==> config.mk <==
export PLATFORM = sky130hd
export DESIGN_NAME = game_tick_scheduler
export DESIGN_NICKNAME = d
export VERILOG_FILES = /design/src/rtl/game_tick_scheduler.sv
export SDC_FILE = /design/constraint.sdc
export NUM_CORES = 1
export LEC_CHECK = 0
export CAP_MARGIN = 20
export CORE_AREA = 2 2 116 118
export CTS_BUF_LIST = sky130_fd_sc_hd__clkbuf_2
export DETAILED_ROUTE_END_ITERATION = 16
export DIE_AREA = 0 0 118 120
export PLACE_DENSITY = 0.75
export SYNTH_ARGS = -nofsm -noshare
export SYNTH_HDL_FRONTEND = slang
export SYNTH_SLANG_ARGS = --single-unit
==> constraint.sdc <==
create_clock -name clk -period 8.9 [get_ports clk]
set_clock_uncertainty 0.05 [all_clocks]
set_input_delay 1.78 -clock clk [delete_from_list [all_inputs] [get_ports clk]]
set_output_delay 1.78 -clock clk [all_outputs]
set_load 0.01 [all_outputs]
==> src/rtl/game_tick_scheduler.sv <==
// Purpose : single-clock timebase; one-cycle enable strobes plus IDLE/RUN/PAUSE/DONE game-time sequencing.
// Latency : all outputs registered; a control pulse sampled at edge E takes effect on outputs after E.
// Backpr. : none; control inputs are single-cycle pulses, strobes are consumed as clock enables.
//
// Ports:
//    clk, rst               master clock, asynchronous active-high reset
//    start, pause_toggle,   control pulses (priority clear > start > pause_toggle)
//    clear
//    pix_en, seg_en         free-running strobes (every PIX_DIV / SEG_DIV cycles)
//    char_en, sec_en        strobes that advance only while running
//    running, paused, done  one-hot view of the game state (all low in IDLE)
//    time_left              seconds remaining, time_up pulses when it reaches 0
module game_tick_scheduler #(
   parameter int PIX_DIV      = 4,
   parameter int SEG_DIV      = 200000,
   parameter int CHAR_DIV     = 10000000,
   parameter int SEC_DIV      = 100000000,
   parameter int GAME_SECONDS = 180,
   parameter int SEC_W        = 8
) (
   input  logic             clk,
   input  logic             rst,
   input  logic             start,
   input  logic             pause_toggle,
   input  logic             clear,
   output logic             pix_en,
   output logic             seg_en,
   output logic             char_en,
   output logic             sec_en,
   output logic             running,
   output logic             paused,
   output logic             done,
   output logic [SEC_W-1:0] time_left,
   output logic             time_up
);

   typedef enum logic [1:0] {S_IDLE, S_RUN, S_PAUSE, S_DONE} state_t;

   localparam logic [31:0]      PIX_LAST  = 32'(PIX_DIV - 1);
   localparam logic [31:0]      SEG_LAST  = 32'(SEG_DIV - 1);
   localparam logic [31:0]      CHAR_LAST = 32'(CHAR_DIV - 1);
   localparam logic [31:0]      SEC_LAST  = 32'(SEC_DIV - 1);
   localparam logic [SEC_W-1:0] TL_LOAD   = SEC_W'(GAME_SECONDS);
   localparam logic [SEC_W-1:0] TL_ONE    = SEC_W'(1);

   state_t           state_q, state_d;
   logic [31:0]      pix_cnt_q, pix_cnt_d;
   logic [31:0]      seg_cnt_q, seg_cnt_d;
   logic [31:0]      char_cnt_q, char_cnt_d;
   logic [31:0]      sec_cnt_q, sec_cnt_d;
   logic             pix_en_q, pix_en_d;
   logic             seg_en_q, seg_en_d;
   logic             char_en_q, char_en_d;
   logic             sec_en_q, sec_en_d;
   logic             time_up_q, time_up_d;
   logic [SEC_W-1:0] time_left_q, time_left_d;
   logic             running_q, paused_q, done_q;

   logic char_wrap, sec_wrap, last_second;

   assign char_wrap   = (char_cnt_q == CHAR_LAST);
   assign sec_wrap    = (sec_cnt_q == SEC_LAST);
   assign last_second = sec_wrap && (time_left_q == TL_ONE);

   // Display dividers run in every state so the screen keeps refreshing.
   always_comb begin
      pix_en_d  = (pix_cnt_q == PIX_LAST);
      pix_cnt_d = pix_en_d ? 32'd0 : pix_cnt_q + 32'd1;
      seg_en_d  = (seg_cnt_q == SEG_LAST);
      seg_cnt_d = seg_en_d ? 32'd0 : seg_cnt_q + 32'd1;
   end

   // Game state machine and the gated char/sec dividers.
   always_comb begin
      state_d     = state_q;
      time_left_d = time_left_q;
      char_cnt_d  = char_cnt_q;
      sec_cnt_d   = sec_cnt_q;
      char_en_d   = 1'b0;
      sec_en_d    = 1'b0;
      time_up_d   = 1'b0;

      if (clear) begin
         state_d     = S_IDLE;
         time_left_d = TL_LOAD;
         char_cnt_d  = 32'd0;
         sec_cnt_d   = 32'd0;
      end else begin
         case (state_q)
            S_IDLE, S_DONE: begin
               char_cnt_d = 32'd0;
               sec_cnt_d  = 32'd0;
               if (start) begin
                  state_d     = S_RUN;
                  time_left_d = TL_LOAD;
               end
            end
            S_RUN: begin
               char_en_d  = char_wrap;
               char_cnt_d = char_wrap ? 32'd0 : char_cnt_q + 32'd1;
               sec_en_d   = sec_wrap;
               sec_cnt_d  = sec_wrap ? 32'd0 : sec_cnt_q + 32'd1;
               if (last_second) begin
                  time_left_d = '0;
                  time_up_d   = 1'b1;
                  state_d     = S_DONE;
               end else begin
                  if (sec_wrap) begin
                     time_left_d = time_left_q - TL_ONE;
                  end
                  // A pause coinciding with a normal tick still lets the tick land.
                  if (pause_toggle) begin
                     state_d = S_PAUSE;
                  end
               end
            end
            S_PAUSE: begin
               // Counters hold so the remaining fraction of a second is preserved.
               if (pause_toggle) begin
                  state_d = S_RUN;
               end
            end
            default: state_d = S_IDLE;
         endcase
      end
   end

   always_ff @(posedge clk or posedge rst) begin
      if (rst) begin
         state_q     <= S_IDLE;
         pix_cnt_q   <= 32'd0;
         seg_cnt_q   <= 32'd0;
         char_cnt_q  <= 32'd0;
         sec_cnt_q   <= 32'd0;
         pix_en_q    <= 1'b0;
         seg_en_q    <= 1'b0;
         char_en_q   <= 1'b0;
         sec_en_q    <= 1'b0;
         time_up_q   <= 1'b0;
         time_left_q <= TL_LOAD;
         running_q   <= 1'b0;
         paused_q    <= 1'b0;
         done_q      <= 1'b0;
      end else begin
         state_q     <= state_d;
         pix_cnt_q   <= pix_cnt_d;
         seg_cnt_q   <= seg_cnt_d;
         char_cnt_q  <= char_cnt_d;
         sec_cnt_q   <= sec_cnt_d;
         pix_en_q    <= pix_en_d;
         seg_en_q    <= seg_en_d;
         char_en_q   <= char_en_d;
         sec_en_q    <= sec_en_d;
         time_up_q   <= time_up_d;
         time_left_q <= time_left_d;
         running_q   <= (state_d == S_RUN);
         paused_q    <= (state_d == S_PAUSE);
         done_q      <= (state_d == S_DONE);
      end
   end

   assign pix_en    = pix_en_q;
   assign seg_en    = seg_en_q;
   assign char_en   = char_en_q;
   assign sec_en    = sec_en_q;
   assign time_up   = time_up_q;
   assign time_left = time_left_q;
   assign running   = running_q;
   assign paused    = paused_q;
   assign done      = done_q;

endmodule

==> results.sh <==
export IMPL_synth_cells=781
export IMPL_cts_repair_resized=0
export IMPL_period_needed_ps=3724
export IMPL_slew_headroom_pct=37.29
export IMPL_gr_total_overflow=0
export IMPL_io_pins=21
export IMPL_leakagePower_nw=3.516
export IMPL_die_h_um=120
export IMPL_synth_ff_type="dfrtp_1"
export IMPL_via_per_inst=5.938
export IMPL_start_kind="flip-flop"
export IMPL_layout_drive_gt1_share_pct=7.626
export IMPL_final_common_cell="dfrtp_1"
export IMPL_clk_transition_reported_paths_ps=200
export IMPL_cellPowerDensity_nw_per_um2=158.1
export IMPL_slowest_delay_ps=630
export IMPL_grt_util_all_layers_pct=22.86
export IMPL_antenna_found_initial=1
export IMPL_postSynthAreaPerCell_um2=9.726
export IMPL_drt_total_wl_um=15130
export IMPL_io_buffer_count=20
export IMPL_min_period_over_period_pct=41.84
export IMPL_ir_worst_vdd_mv=0.1492
export IMPL_worst_slew_pin_slew_ps=933.5
export IMPL_core_area_um2=12980
export IMPL_postCtsSetupBuffers=0
export IMPL_area_delta_synth_final_pct=7.791
export IMPL_cts_max_level=4
export IMPL_globalplace_congestion=0.8758
export IMPL_cp_cell_sequence="clkdlybuf4s50_1"
export IMPL_wl_per_cell_um=15.28
export IMPL_endpoint_kind="output port"
export IMPL_worstSetupStartpoint="time_left[2]"
export IMPL_fillCellCount=1083
export IMPL_synth_cell_types=73
export IMPL_grt_max_degree=79
export IMPL_crit_type="flip-flop to output port"
export IMPL_cts_made_buffers=17
export IMPL_cts_root_buf="clkbuf_2"
export IMPL_clockBufferDepth=2
export IMPL_setup_tns_ps=0
export IMPL_finalSetupViolCount=0
export IMPL_cp_max_fo=6
export IMPL_maxSlewViolCount=0
export IMPL_cts_hold_buf=0
export IMPL_first_iter_violations=513
export IMPL_critical_path_top_delay_family="flip-flops"
export IMPL_clk_latency_ps=740
export IMPL_start_util_pct=58.52
export IMPL_detail_route_antenna_nets=0
export IMPL_yosys_top_cells_area="dfrtp_1 47%, xnor2_1 5.8%, nor2_1 4.3%, xor2_1 4.3%, nand3_1 3.2%"
export IMPL_cts_tree="yes"
export IMPL_outcome="finished, final reports clean"
export IMPL_grt_pass1_vias=5700
export IMPL_rows=42
export IMPL_ys_warn_count=0
export IMPL_required_ps=7070
export IMPL_syn_num_nets=794
export IMPL_final_area_um2=8188
export IMPL_die_area_um2=14160
export IMPL_multi_input_area_um2=3691
export IMPL_rsz0062_at_grt="no"
export IMPL_drcViolationCount=0
export IMPL_yosys_area_top_type="dfrtp_1"
export IMPL_regArea_um2=3659
export IMPL_r2r_slack_ps=6050
export IMPL_r2r_start="state_q[1]"
export IMPL_syn_area_um2=7596
export IMPL_crit_end="time_left[2]"
export IMPL_final_cell_mix="142 x dfrtp_1, 87 x nor2_1, 55 x nand2_1"
export IMPL_cts_sinks=146
export IMPL_ff2ff_path_depth=8
export IMPL_cp_depth=1
export IMPL_placedInstanceArea_um2=7921
export IMPL_seq_area_frac_synth_pct=48.16
export IMPL_nNetsFinal=813
export IMPL_yosys_register_bits=146
export IMPL_hpwlAfterDp_um=10430
export IMPL_die_x_um=118
export IMPL_crit_buf_inv=1
export IMPL_ys_async_sr_fraction_pct=100.0
export IMPL_grt_pass1_wl_um=26620
export IMPL_drv_cap=0
export IMPL_r2r_end="char_cnt_q[18]"
export IMPL_cp_slowest_cell="dfstp_2"
export IMPL_finalHoldViolCount=0
export IMPL_holdCritPathClass="flip-flop to flip-flop"
export IMPL_fmax_ghz=0.2686
export IMPL_drt_first_pass_iters=5
export IMPL_cp_data_arrival_time_ps=1890
export IMPL_num_vias=5879
export IMPL_synth_edf_count=0
export IMPL_netlist_area_leader_share_pct=46.78
## Yosys cell counts, types with 3 or more instances
| cell type | number |
|---|---|
| dfrtp_1 | 142 |
| nor2_1 | 87 |
| nand2_1 | 55 |
| xnor2_1 | 50 |
| nand3_1 | 48 |
| xor2_1 | 37 |
| nor3_1 | 36 |
| inv_1 | 31 |
| nand4_1 | 31 |
| nor4_1 | 27 |
| o21ai_0 | 25 |
| and3_1 | 17 |
| and4_1 | 15 |
| a21o_1 | 14 |
| a21oi_1 | 13 |
| a31oi_1 | 13 |
| clkbuf_1 | 12 |
| or3_1 | 10 |
| a22o_1 | 8 |
| ha_1 | 8 |
| o21ai_1 | 8 |
| buf_2 | 5 |
| nor2b_1 | 5 |
| nor4b_1 | 5 |
| or4_1 | 5 |
| and2_1 | 4 |
| dfstp_2 | 4 |
| mux2i_1 | 4 |
| clkbuf_8 | 3 |
| nor3b_1 | 3 |
| o21bai_1 | 3 |
| or4_4 | 3 |
## cells by family after synthesis
logic type	Yosys count	synth area share, %
XOR/XNOR	87	10.03
buffers and inverters	55	3.311
AND/OR/NAND/NOR	373	26.91
flip-flops	146	48.16
AO/OA/AOI/OAI	106	9.439
multiplexers	6	0.8236
adder cells (fa/ha/maj)	8	1.318
## final cells by class
cell class	instances	share of cell area (%)
timing repair buffer	24	2.812
multi-input combinational	580	45.08
clock buffer	17	1.039
sequential	146	44.68
inverter	31	1.482
antenna	1	0.03056
clock inverter	15	2.185
tap	176	2.689
## where the power goes
part           internal (mW)  switching [mW]
Combinational         0.0652           0.133
Clock                  0.160           0.248
Sequential             0.677          0.0108
Total                  0.903           0.392
## state kept, by name, indices dropped and copies added, names as in the netlist
register and flops:
done 1, pix_en 1, seg_en 1, paused 1, char_en 1, sec_en 1, state_q 2, seg_cnt_q 32
char_cnt_q 32, time_up 1, time_left 8, sec_cnt_q 32, running 1, pix_cnt_q 32
## how the worst min path moves through the flow
stage / startpoint / endpoint / depth (start not counted)
finish: seg_cnt_q[4] / seg_cnt_q[4] / 1
global route: seg_cnt_q[4] / seg_cnt_q[4] / 1
CTS: seg_cnt_q[31] / seg_cnt_q[31] / 1
detailed placement: seg_cnt_q[31] / seg_cnt_q[31] / 1
global placement: seg_cnt_q[31] / seg_cnt_q[31] / 1
floorplan: seg_cnt_q[31] / seg_cnt_q[31] / 1
## per-layer routing
metal  GRT usage, %  vias to the layer above  share of wire, %
met5              0                        -                 0
met4          5.798                        0               1.1
met3          5.561                       21               3.2
met2          38.30                      107                49
met1          30.09                     2896                46
li1               -                     2855                 -
## per-stage QoR
stage	setup slack [ps]	utilization, %	std cells	hold WS [ps]	power [mW]
final	5176	63.08	990	433.8	1.295
after global placement	4750	61.03	957	402.0	0.8882
after detailed placement	4672	61.03	957	400.4	0.8977
after global routing	5072	63.08	990	459.8	1.366
after floorplan	3154	-	781	383.3	0.8524
after CTS	5127	63.06	989	435.0	1.306
No activity file was read; power rests on OpenSTA's default activity.
